<file path="config.mk">
export PLATFORM = sky130hd
export DESIGN_NAME = count_direction_decoder
export DESIGN_NICKNAME = d
export VERILOG_FILES = /design/src/rtl/count_direction_decoder.sv
export SDC_FILE = /design/constraint.sdc
export NUM_CORES = 1
export LEC_CHECK = 0
export ABC_AREA = 1
export CAP_MARGIN = 0
export CORE_MARGIN = 5
export CORE_UTILIZATION = 60
export CTS_BUF_LIST = sky130_fd_sc_hd__clkbuf_2
export DETAILED_ROUTE_END_ITERATION = 6
export PLACE_DENSITY = 0.87
export RECOVER_POWER = 50
export SLEW_MARGIN = 20
export SYNTH_ARGS = -nofsm -noshare
export SYNTH_HDL_FRONTEND = slang
export SYNTH_SLANG_ARGS = --single-unit
</file>
<file path="constraint.sdc">
create_clock -name CLOCK -period 3.8 [get_ports CLOCK]
set_input_delay 0.76 -clock CLOCK [delete_from_list [all_inputs] [get_ports CLOCK]]
set_output_delay 0.76 -clock CLOCK [all_outputs]
set_load 0.05 [all_outputs]
</file>
<file path="src/rtl/count_direction_decoder.sv">
// Monitors a free-running count bus, classifies each step (up/down/hold/jump),
// recovers the counting direction and reports lock, illegal steps and reversals.
module count_direction_decoder #(
    parameter int unsigned WIDTH    = 4,
    parameter int unsigned LOCK_LEN = 4
) (
    input  logic             CLOCK,
    input  logic             RESET_N,
    input  logic [WIDTH-1:0] COUNT_IN,
    output logic             DIRECTION_OUT,
    output logic             LOCKED,
    output logic             STEP_ERR,
    output logic             REVERSAL,
    output logic [7:0]       REVERSAL_COUNT
);

    typedef enum logic [1:0] {IDLE, SEEK, UP, DOWN} state_t;
    typedef enum logic [1:0] {STEP_UP, STEP_DOWN, STEP_HOLD, STEP_JUMP} step_t;

    localparam logic [3:0]       RUN_MAX = 4'(LOCK_LEN);
    localparam logic [WIDTH-1:0] ONE     = WIDTH'(1);

    state_t           state, state_nxt;
    step_t            step;
    logic [WIDTH-1:0] prev;
    logic [WIDTH-1:0] diff;
    logic [3:0]       run, run_nxt;
    logic             dir_nxt;
    logic             err_nxt;
    logic             rev_nxt;
    logic             locked_nxt;

    // Modulo subtraction makes max->0 an up step and 0->max a down step.
    always_comb begin
        diff = COUNT_IN - prev;
        if (diff == ONE)
            step = STEP_UP;
        else if (diff == '1)
            step = STEP_DOWN;
        else if (diff == '0)
            step = STEP_HOLD;
        else
            step = STEP_JUMP;
    end

    always_comb begin
        state_nxt = state;
        run_nxt   = run;
        dir_nxt   = DIRECTION_OUT;
        err_nxt   = 1'b0;
        rev_nxt   = 1'b0;
        case (state)
            IDLE: state_nxt = SEEK;
            SEEK: begin
                case (step)
                    STEP_UP:   begin state_nxt = UP;   run_nxt = 4'd1; dir_nxt = 1'b1; end
                    STEP_DOWN: begin state_nxt = DOWN; run_nxt = 4'd1; dir_nxt = 1'b0; end
                    STEP_JUMP: err_nxt = 1'b1;
                    default:   ;
                endcase
            end
            UP, DOWN: begin
                // A step in the tracked direction extends the run; the opposite one reverses.
                if ((step == STEP_UP && state == UP) || (step == STEP_DOWN && state == DOWN)) begin
                    run_nxt = (run < RUN_MAX) ? run + 4'd1 : RUN_MAX;
                end else if (step == STEP_UP || step == STEP_DOWN) begin
                    state_nxt = (step == STEP_UP) ? UP : DOWN;
                    run_nxt   = 4'd1;
                    dir_nxt   = (step == STEP_UP);
                    rev_nxt   = LOCKED;
                end else if (step == STEP_JUMP) begin
                    state_nxt = SEEK;
                    run_nxt   = 4'd0;
                    err_nxt   = 1'b1;
                end
            end
            default: state_nxt = IDLE;
        endcase
        locked_nxt = (state_nxt == UP || state_nxt == DOWN) && (run_nxt >= RUN_MAX);
    end

    always_ff @(posedge CLOCK or negedge RESET_N) begin
        if (!RESET_N) begin
            state          <= IDLE;
            prev           <= '0;
            run            <= '0;
            DIRECTION_OUT  <= 1'b1;
            LOCKED         <= 1'b0;
            STEP_ERR       <= 1'b0;
            REVERSAL       <= 1'b0;
            REVERSAL_COUNT <= '0;
        end else begin
            state         <= state_nxt;
            prev          <= COUNT_IN;
            run           <= run_nxt;
            DIRECTION_OUT <= dir_nxt;
            LOCKED        <= locked_nxt;
            STEP_ERR      <= err_nxt;
            REVERSAL      <= rev_nxt;
            if (rev_nxt && REVERSAL_COUNT != 8'hFF)
                REVERSAL_COUNT <= REVERSAL_COUNT + 8'd1;
        end
    end

endmodule

</file>
Yosys cells after proc, flatten, opt, wreduce, memory -nomap -nowiden
Cells that the tools add are included.
- reductions and logical operators: 14
- equality and inequality tests: 13
- muxes and demuxes: 26
- add/subtract/negate cells: 3
- $lt $le $gt $ge: 2
- operators with widths (cell ; count):
    $mux 4 ; 5
    $eq 2x2->1 const B ; 5
    $mux 1 ; 10
    $mux 2 ; 5
    $add 8x1->8 const B ; 1
    $ne 8x8->1 const B ; 1
    $pmux 4 s2 ; 1
    $pmux 1 s2 ; 3
    $pmux 2 s3 ; 1
    $add 4x1->4 const B ; 1
    $eq 2x1->1 const B ; 2
    $eq 4x1->1 const B ; 1
    $eq 4x4->1 const B ; 1
    $ge 4x3->1 const B ; 1
    $logic_and 1x1->1 ; 4
    $logic_not 2->1 ; 2
    $logic_not 4->1 ; 1
    $lt 4x3->1 const B ; 1
    $ne 2x2->1 const B ; 2
    $pmux 2 s2 ; 1
    $reduce_and 4->1 ; 1
    $reduce_or 2->1 ; 2
    $sub 4x4->4 ; 1
    $logic_or 1x1->1 ; 3
    2 further kinds ; 2
- input port bits: 6
- bits in registers: 22
- word-level logic and storage cells: 66
- output and inout bits: 12

Logic depth before layout (Yosys ltp)
Gate-level depths: netlist of run 1.
- depth after elaboration: 13
- depth in mapped cells: 15
- gate-level depth less buffers: 15

Least setup slack after synthesis of run 1
OpenSTA, ideal clock, no wires.
- path type: input port to flip-flop
- start point: input COUNT_IN[0]
- end point: register REVERSAL_COUNT[2]
- path buffers: 1
- library setup time: 0.122 ns
- arrival: 2.478 ns
- required time: 3.678 ns
- cell stages on the path: 14
- path slack: 1.200 ns
- cell sequence: inv_1 > ha_1 > inv_1 > fa_1 > inv_1 > nor3_2 > nand2_1 > nand2_2 > nand3_2 > nor2_4 > nand2_4 > buf_6 > nand2_1 > o21ai_2
- word-level cells in the longest chain between the ends: 11
- elaborated cells on any way between the ends: 17
- RTL lines (element ; RTL line ; source):
    from (decl) ; 9 ; input logic [WIDTH-1:0] COUNT_IN,
    $sub 4x4->4 * ; 35 ; diff = COUNT_IN - prev;
    $logic_not 4->1 ; 40 ; else if (diff == '0)
    $mux 1 ; 40 ;
    $mux 2 ; 38 ; else if (diff == '1)
    $mux 2 * ; 36 ; if (diff == ONE)
    $eq 2x1->1 / $logic_not 2->1 (equally long branches) ; 64, 66 ;
    $logic_or 1x1->1 / $logic_and 1x1->1 (equally long branches) ; 66, 64 ;
    $mux 1 / $logic_or 1x1->1 (equally long branches) ; 66, 64 ;
    $mux 1 * ; 64 ; if ((step == STEP_UP && state == UP) || (step == STEP_DOWN && state == DOWN)) begin
    $mux 1 * ; 52 ; case (state)
    net rev_nxt ; 30 ; logic rev_nxt;
    $logic_and 1x1->1 * ; 100 ; if (rev_nxt && REVERSAL_COUNT != 8'hFF)
    to (signal assigned) ; 101 ; REVERSAL_COUNT <= REVERSAL_COUNT + 8'd1;
    to (decl) ; 14 ; output logic [7:0] REVERSAL_COUNT
The timed path passes the listed nets; every way through them passes the cells marked *.
A chain may end at the register's enable or synchronous reset.

Worst setup path in the final report of run 1
- start point: input COUNT_IN[0]
- end point: register REVERSAL_COUNT[0]
Same word-level chain as after synthesis.

==> summary.txt, run 1 <==
Detailed routing
  • Average wire per standard cell: 12.8 um
  • DRT iter0 DRCs: 23
  • Residual DRC: 0
  • DR vias/cell: roughly 5.2
  • DRT antenna net count: 0
  • Vias after detailed routing: roughly 1000
  • Post-Route WL: between 2000 and 2500 um
  • Pre-antenna DRT Iters: 4

Synth
  • Ys flop type: dfrtp_1
  • Syn avg cell area: ~8.6 um^2
  • Syn_nets: ~150
  • EDFF count, synth: 0
  • Area of the mapped netlist: 1230 um^2
  • Post-synth ARST share: between 90% and 100%
  • Cell count after synthesis: approximately 140
  • Syn. warnings: 0
  • Yosys reg bits: 22
  • Most area-hungry cell type in the Yosys netlist: dfrtp_1
  • Area contributors post-synth: dfrtp_1 (43%), nand2_1 (9.8%), nand3_1 (7.3%)
  • Sequential cell area fraction in the yosys report: about 45%
  • Top post-synthesis cells by count: nand2_1 (32), dfrtp_1 (21), nand3_1 (18), inv_1 (16), nor2_1 (10)
  • Cell variety after synth: 26
  • Post-synth top area share: 42.9%
  • Top-count cell post-synth: nand2_1

Place
  • Placed insts: ~180
  • Routability congestion estimate: about 0.9
  • Port buffer count: 17
  • Pre-CTS setup slack: ~600 ps
  • DP HPWL: around 1900 um

Die
  • Core Region: slightly below 2000 um^2
  • Ports: 18
  • Chip Height: 55.2 um
  • Horiz. Die Dim: roughly 55 um
  • Row count: 16
  • Die Area: 3050 um^2
  • Initial core utilization: 62.5%

GRT
  • Global-route wire length before repair: 4300 um
  • Gr usage total: between 15 and 20%
  • Initial antenna violation count: 0
  • Vias in the first global route: a little under 1000
  • Congestion Overflow GR: 0
  • Largest net degree at the start of global routing: 23

Cells and area
  • Layout Cells excl Fill: between 150 and 200
  • Area Overhead vs Synth: 16.1%
  • Diodes inserted: 0
  • Share of layout cells above drive strength 1: about 9.9%
  • Fin util: about 73%
  • Layout Nets: around 170

Critical path
  • CP startpoint kind: primary input
  • Worst EP arrival: about 3200 ps
  • Critical register-to-register path startpoint: prev[0]$_DFF_PN0_
  • WP data required: about 4000 ps
  • FF-to-FF setup slack: approximately 1500 ps
  • Reg2reg end: REVERSAL_COUNT[0]$_DFFE_PN0P_
  • R2r worst-path depth: 11
  • Critical path type: in2reg
  • Crit Path Max Fanout: 11
  • Worst Setup End Kind: register

CTS
  • Setup bufs post-CTS: 0
  • CTS tree: yes
  • Clk buf depth: 2
  • Clock-pin slew on the worst setup and hold paths: approximately 200 ps
  • CTS Hold Bufs: 0
  • Clock sinks: 22
  • Htree depth: 1
  • CTS root buffer: clkbuf_2
  • Clk_lat worst skew: ~330 ps
  • Resize count post-CTS: 0
  • CTS Buf Count: 3

Timing
  • Worst-Margin Slew: ~1200 ps
  • Relative slew margins: between 20% and 30%
  • RSZ-0062 raised after global routing: false
  • Final period util: between 70% and 80%
  • Max frequency: between 0.3 and 0.4 GHz
  • TNS Setup: 0 ps
  • Setup Skew: a little under 9 ps
  • Final hold violation count: 0
  • Setup ws final: ~830 ps
  • Endpoints failing setup: 0
  • Slew Viols, Final: 0
  • Period minus WS final: around 3000 ps

Pwr
  • Max VDD drop: ~0.22 mV
  • Tot Pwr: approximately 0.0005 W
  • Pwr dens: about 360 nW/um^2
  • Lkg Pwr: ~0.7 nW

Status
  • Status: finished clean

Job
  • Max_cap viols: 0

Hold path
  • Hold Path Depth: 2
  • Hold_sp: DIRECTION_OUT$_DFFE_PN1P_
  • Worst hold path class: reg2reg
  • Hold EP: DIRECTION_OUT$_DFFE_PN1P_
==> flip-flops by register name, indices dropped and copies added (netlist names), named ones only <==
register	count
REVERSAL	1
REVERSAL_COUNT	8
prev	4
state	2
STEP_ERR	1
DIRECTION_OUT	1
run	2
LOCKED	1
==> cell usage in the layout, fill, tap and decap left out, drive strengths merged, types with 2 or more instances in the layout <==
cell type and instances:
a21oi 5, clkbuf 4, clkdlybuf4s50 10, dfrtp 21
dlygate4sd3 6, ha 5, inv 16, nand2 36
nand3 20, nand3b 2, nor2 11, o21ai 8
xnor2 7
==> worst max-delay path, stage by stage <==
cell	delay (ps)
dlygate4sd3_1	550
inv_1	60
ha_1	130
inv_1	50
fa_1	520
inv_1	60
nor3_2	230
nand2_1	110
nand2_2	140
nand3_2	100
nor2_4	180
nand2_4	130
xor2_1	160
==> worst max-delay path by stage <==
| stage | from | endpoint | slack [ps] | depth (start not counted) |
|---|---|---|---|---|
| finish | COUNT_IN[0] | REVERSAL_COUNT[0]$_DFFE_PN0P_ | 830 | 13 |
| global route | COUNT_IN[0] | REVERSAL_COUNT[5]$_DFFE_PN0P_ | 640 | 14 |
| CTS | COUNT_IN[0] | REVERSAL_COUNT[0]$_DFFE_PN0P_ | 980 | 13 |
| detailed placement | COUNT_IN[0] | REVERSAL_COUNT[0]$_DFFE_PN0P_ | 600 | 13 |
| global placement | COUNT_IN[0] | REVERSAL_COUNT[0]$_DFFE_PN0P_ | 710 | 13 |
| floorplan | COUNT_IN[0] | REVERSAL_COUNT[2]$_DFFE_PN0P_ | 1200 | 14 |
==> power by group <==
group | internal (W) | total (W) | leakage, nW | switching [W]
clock | 0.0000229 | 0.0000912 | 0.0140 | 0.0000683
sequential | 0.000261 | 0.000282 | 0.276 | 0.0000210
combinational | 0.0000478 | 0.000135 | 0.393 | 0.0000873
total | 0.000331 | 0.000508 | 0.684 | 0.000177
==> metrics by stage <==
stage	hold slack, ps	instance area, um^2
after floorplan	464	1230
after global placement	510	1410
after detailed placement	516	1410
after CTS	539	1430
after global routing	593	1420
final	537	1420
==> cells by family after synthesis <==
group | count (synthesis) | share of synthesized area (%)
XOR/XNOR | 8 | 5.71
buffers and inverters | 18 | 6.43
flip-flops | 22 | 45.0
AND/OR/NAND/NOR | 72 | 28.3
adder cells (fa/ha/maj) | 6 | 6.73
AO/OA/AOI/OAI | 16 | 7.86
==> routing by layer <==
metal | GRT usage (%) | vias to the layer above | routed length [um]
met5 | 0 | - | 0
met4 | 7.99 | 0 | 34
met3 | 3.50 | 4 | 106
met2 | 28.2 | 24 | 1180
met1 | 21.5 | 454 | 1080
li1 | - | 500 | -
==> layout make-up <==
class                   count  area, um^2
flip-flops and latches     22         552
clock inverters             1        3.75
well taps                  27        33.8
fillers                   147         538
multi-input cells         102         596
repair buffers             17         164
clock buffers               3        15.0
inverters                  16        60.1
Note: power is estimated with default switching activity, not from simulation.
==> run 2, diff against run 1 <==
CORE_UTILIZATION = 55   (was 60)
PLACE_DENSITY = 0.81   (was 0.87)
clock period = 2.8 ns   (was 3.8 ns; I/O delays follow)
==> summary.txt, run 2 (same netlist as run 1, synthesis figures left out) <==
Critical path
  • Worst Setup End Kind: register
  • Cell family with most CP delay: buffers and inverters
  • Critical register-to-register path startpoint: prev[0]$_DFF_PN0_
  • CP bufs+invs: 6 (+2)
  • Crit Path Max Fanout: 5 (-6)
  • Most frequent CP cell: inv_1
  • CP max stage delay: 530 ps (-20 ps)
  • CP Cell Sequence: clkdlybuf4s50_1 -> inv_1 -> ha_1 -> inv_1 -> fa_1 -> inv_1 -> nor3_2 -> nand2_1 -> nand2_2 -> buf_4 -> a21boi_0 -> nand2_1 -> nand3_1 -> nand2_1 -> inv_1
  • Critical path type: in2reg
  • FF-to-FF setup slack: 560 ps (-950 ps)
  • R2r worst-path depth: 13 (+2)
  • CP startpoint kind: primary input
  • Reg2reg end: LOCKED$_DFF_PN0_
  • Worst EP arrival: 2840 ps (-360 ps)
  • Slowest CP cell: fa_1
  • WP data required: 3040 ps (-990 ps)

GRT
  • Global-route wire length before repair: 4260 um (-0.95%)
  • Initial antenna violation count: 0 (unchanged)
  • Gr usage total: 16.0% (-1.1 points)
  • Vias in the first global route: 1044 (+7.7%)
  • Congestion Overflow GR: 0 (unchanged)
  • Largest net degree at the start of global routing: 23 (unchanged)

Die
  • Horiz. Die Dim: 57.2 um (+3.6%)
  • Initial core utilization: 56.5% (-6.0 points)
  • Row count: 17 (+1)
  • Chip Height: 57.2 um (+3.6%)
  • Core Region: 2170 um^2 (+11%)
  • Die Area: 3270 um^2 (+7.4%)
  • Ports: 18 (unchanged)

CTS
  • Clk_lat worst skew: 320 ps (about the same)
  • CTS root buffer: clkbuf_2
  • Resize count post-CTS: 0 (unchanged)
  • Clock sinks: 22 (unchanged)
  • CTS Buf Count: 3 (unchanged)
  • Clock-pin slew on the worst setup and hold paths: 200 ps (about the same)
  • CTS Hold Bufs: 0 (unchanged)
  • Htree depth: 1 (unchanged)
  • Clk buf depth: 2 (unchanged)
  • Setup bufs post-CTS: 0 (unchanged)
  • CTS tree: yes

Hold path
  • Hold_sp: DIRECTION_OUT$_DFFE_PN1P_
  • Worst hold path class: reg2reg
  • Hold Path Depth: 2 (unchanged)
  • Hold EP: DIRECTION_OUT$_DFFE_PN1P_

Detailed routing
  • DR vias/cell: 5.41 (+3.7%)
  • Pre-antenna DRT Iters: 4 (unchanged)
  • DRT iter0 DRCs: 57 (+150%)
  • DRT antenna net count: 0 (unchanged)
  • Average wire per standard cell: 12.5 um (-2.5%)
  • Vias after detailed routing: 1045 (+6.4%)
  • Residual DRC: 0 (unchanged)
  • Post-Route WL: 2410 um (about the same)

Cells and area
  • Top reg by flops: REVERSAL_COUNT
  • Max FFs per register: 8 (unchanged)
  • Diodes inserted: 0 (unchanged)
  • Filler cells: 184 (+25%)
  • Largest regs: REVERSAL_COUNT: 8 flops, prev: 4 flops
  • Area Overhead vs Synth: 18.9%
  • Commonest non-fill, non-tap cell in the layout: nand2_1
  • Share of layout cells above drive strength 1: 11.5% (+1.6 points)
  • Commonest cells after routing, fill and taps aside: nand2_1 (32), dfrtp_1 (21), nand3_1 (18), inv_1 (16), clkdlybuf4s50_1 (11)
  • Layout Nets: 178 (+2.3%)

Timing
  • Endpoints failing setup: 0 (unchanged)
  • Final period util: about 93%
  • Hold WS: 533 ps (-4.02 ps)
  • Worst-Margin Slew: 1140 ps (-9.01 ps)
  • TNS Setup: 0 ps (unchanged)
  • Slew Viols, Final: 0 (unchanged)
  • Relative slew margins: 23.8% (+0.60 points)
  • Setup Skew: 3.19 ps (-5.53 ps)
  • Final hold violation count: 0 (unchanged)
  • Max frequency: around 0.39 GHz
  • Period minus WS final: roughly 2600 ps
  • RSZ-0062 raised after global routing: false

Pwr
  • Pwr dens: 479 nW/um^2 (+34%)
  • Max VDD drop: 0.325 mV (+45%)
  • Lkg Pwr: 0.703 nW (+2.9%)

Job
  • Max_cap viols: 0 (unchanged)

Place
  • DP HPWL: 1890 um (-0.71%)
  • Routability congestion estimate: 0.827 (-11%)
  • Port buffer count: 17 (unchanged)

Status
  • Status: finished clean
==> run 2: area by class of cell <==
type                       instances  area (um^2)  area share, %
inverter                          16         60.1           4.12
clock inverter                     1         3.75          0.258
timing repair buffer              21          196           13.5
sequential                        22          552           37.9
multi-input combinational        102          596           40.9
clock buffer                       3         15.0           1.03
tap                               28         35.0           2.40
==> run 2: worst reg2reg max path, cell delays in order, from the launching register on <==
cell      delay, ps
dfrtp_1         380
ha_1            140
inv_1            60
fa_1            530
inv_1            70
nor3_2          220
nand2_1         120
nand2_2          90
buf_4           130
a21boi_0        100
nand2_1         120
nand3_1          90
nand2_1          80
inv_1            40
==> run 2: how the worst max path moves through the flow <==
stage	from	depth (start not counted)	end	slack, ps
2_1_floorplan	COUNT_IN[0]	14	REVERSAL_COUNT[2]$_DFFE_PN0P_	400
3_3_place_gp	COUNT_IN[0]	14	REVERSAL_COUNT[0]$_DFFE_PN0P_	30
3_5_place_dp	COUNT_IN[0]	15	REVERSAL_COUNT[5]$_DFFE_PN0P_	-90
4_1_cts	COUNT_IN[0]	16	LOCKED$_DFF_PN0_	240
5_1_grt	COUNT_IN[2]	14	LOCKED$_DFF_PN0_	100
6_report	COUNT_IN[0]	15	LOCKED$_DFF_PN0_	200
==> run 2: per-stage QoR <==
step                      power (W)  util, %  std cells  setup slack (ps)  instance area [um^2]
after floorplan            0.000514        -        142               400                  1230
after global placement     0.000570     66.5        189              29.2                  1440
after detailed placement   0.000582     66.5        189             -94.0                  1440
after CTS                  0.000703     67.4        193               236                  1460
after global routing       0.000737     67.2        193               101                  1460
final                      0.000698     67.2        193               205                  1460
==> run 2: routing by layer <==
| metal | part of all wire (%) | global-route usage (%) | wire, um | vias up |
|---|---|---|---|---|
| met2 | 47 | 27.2 | 1140 | 46 |
| met3 | 7.6 | 2.71 | 183 | 6 |
| met1 | 43 | 20.1 | 1040 | 484 |
| li1 | - | - | - | 509 |
| met4 | 1.8 | 6.62 | 44 | 0 |
| met5 | 0 | 0 | 0 | - |
==> run 2: power by group <==
group / switching, W / internal [W] / leakage (nW)
combinational: 0.000120 / 0.0000722 / 0.413
sequential: 0.0000277 / 0.000354 / 0.276
clock: 0.0000937 / 0.0000311 / 0.0140
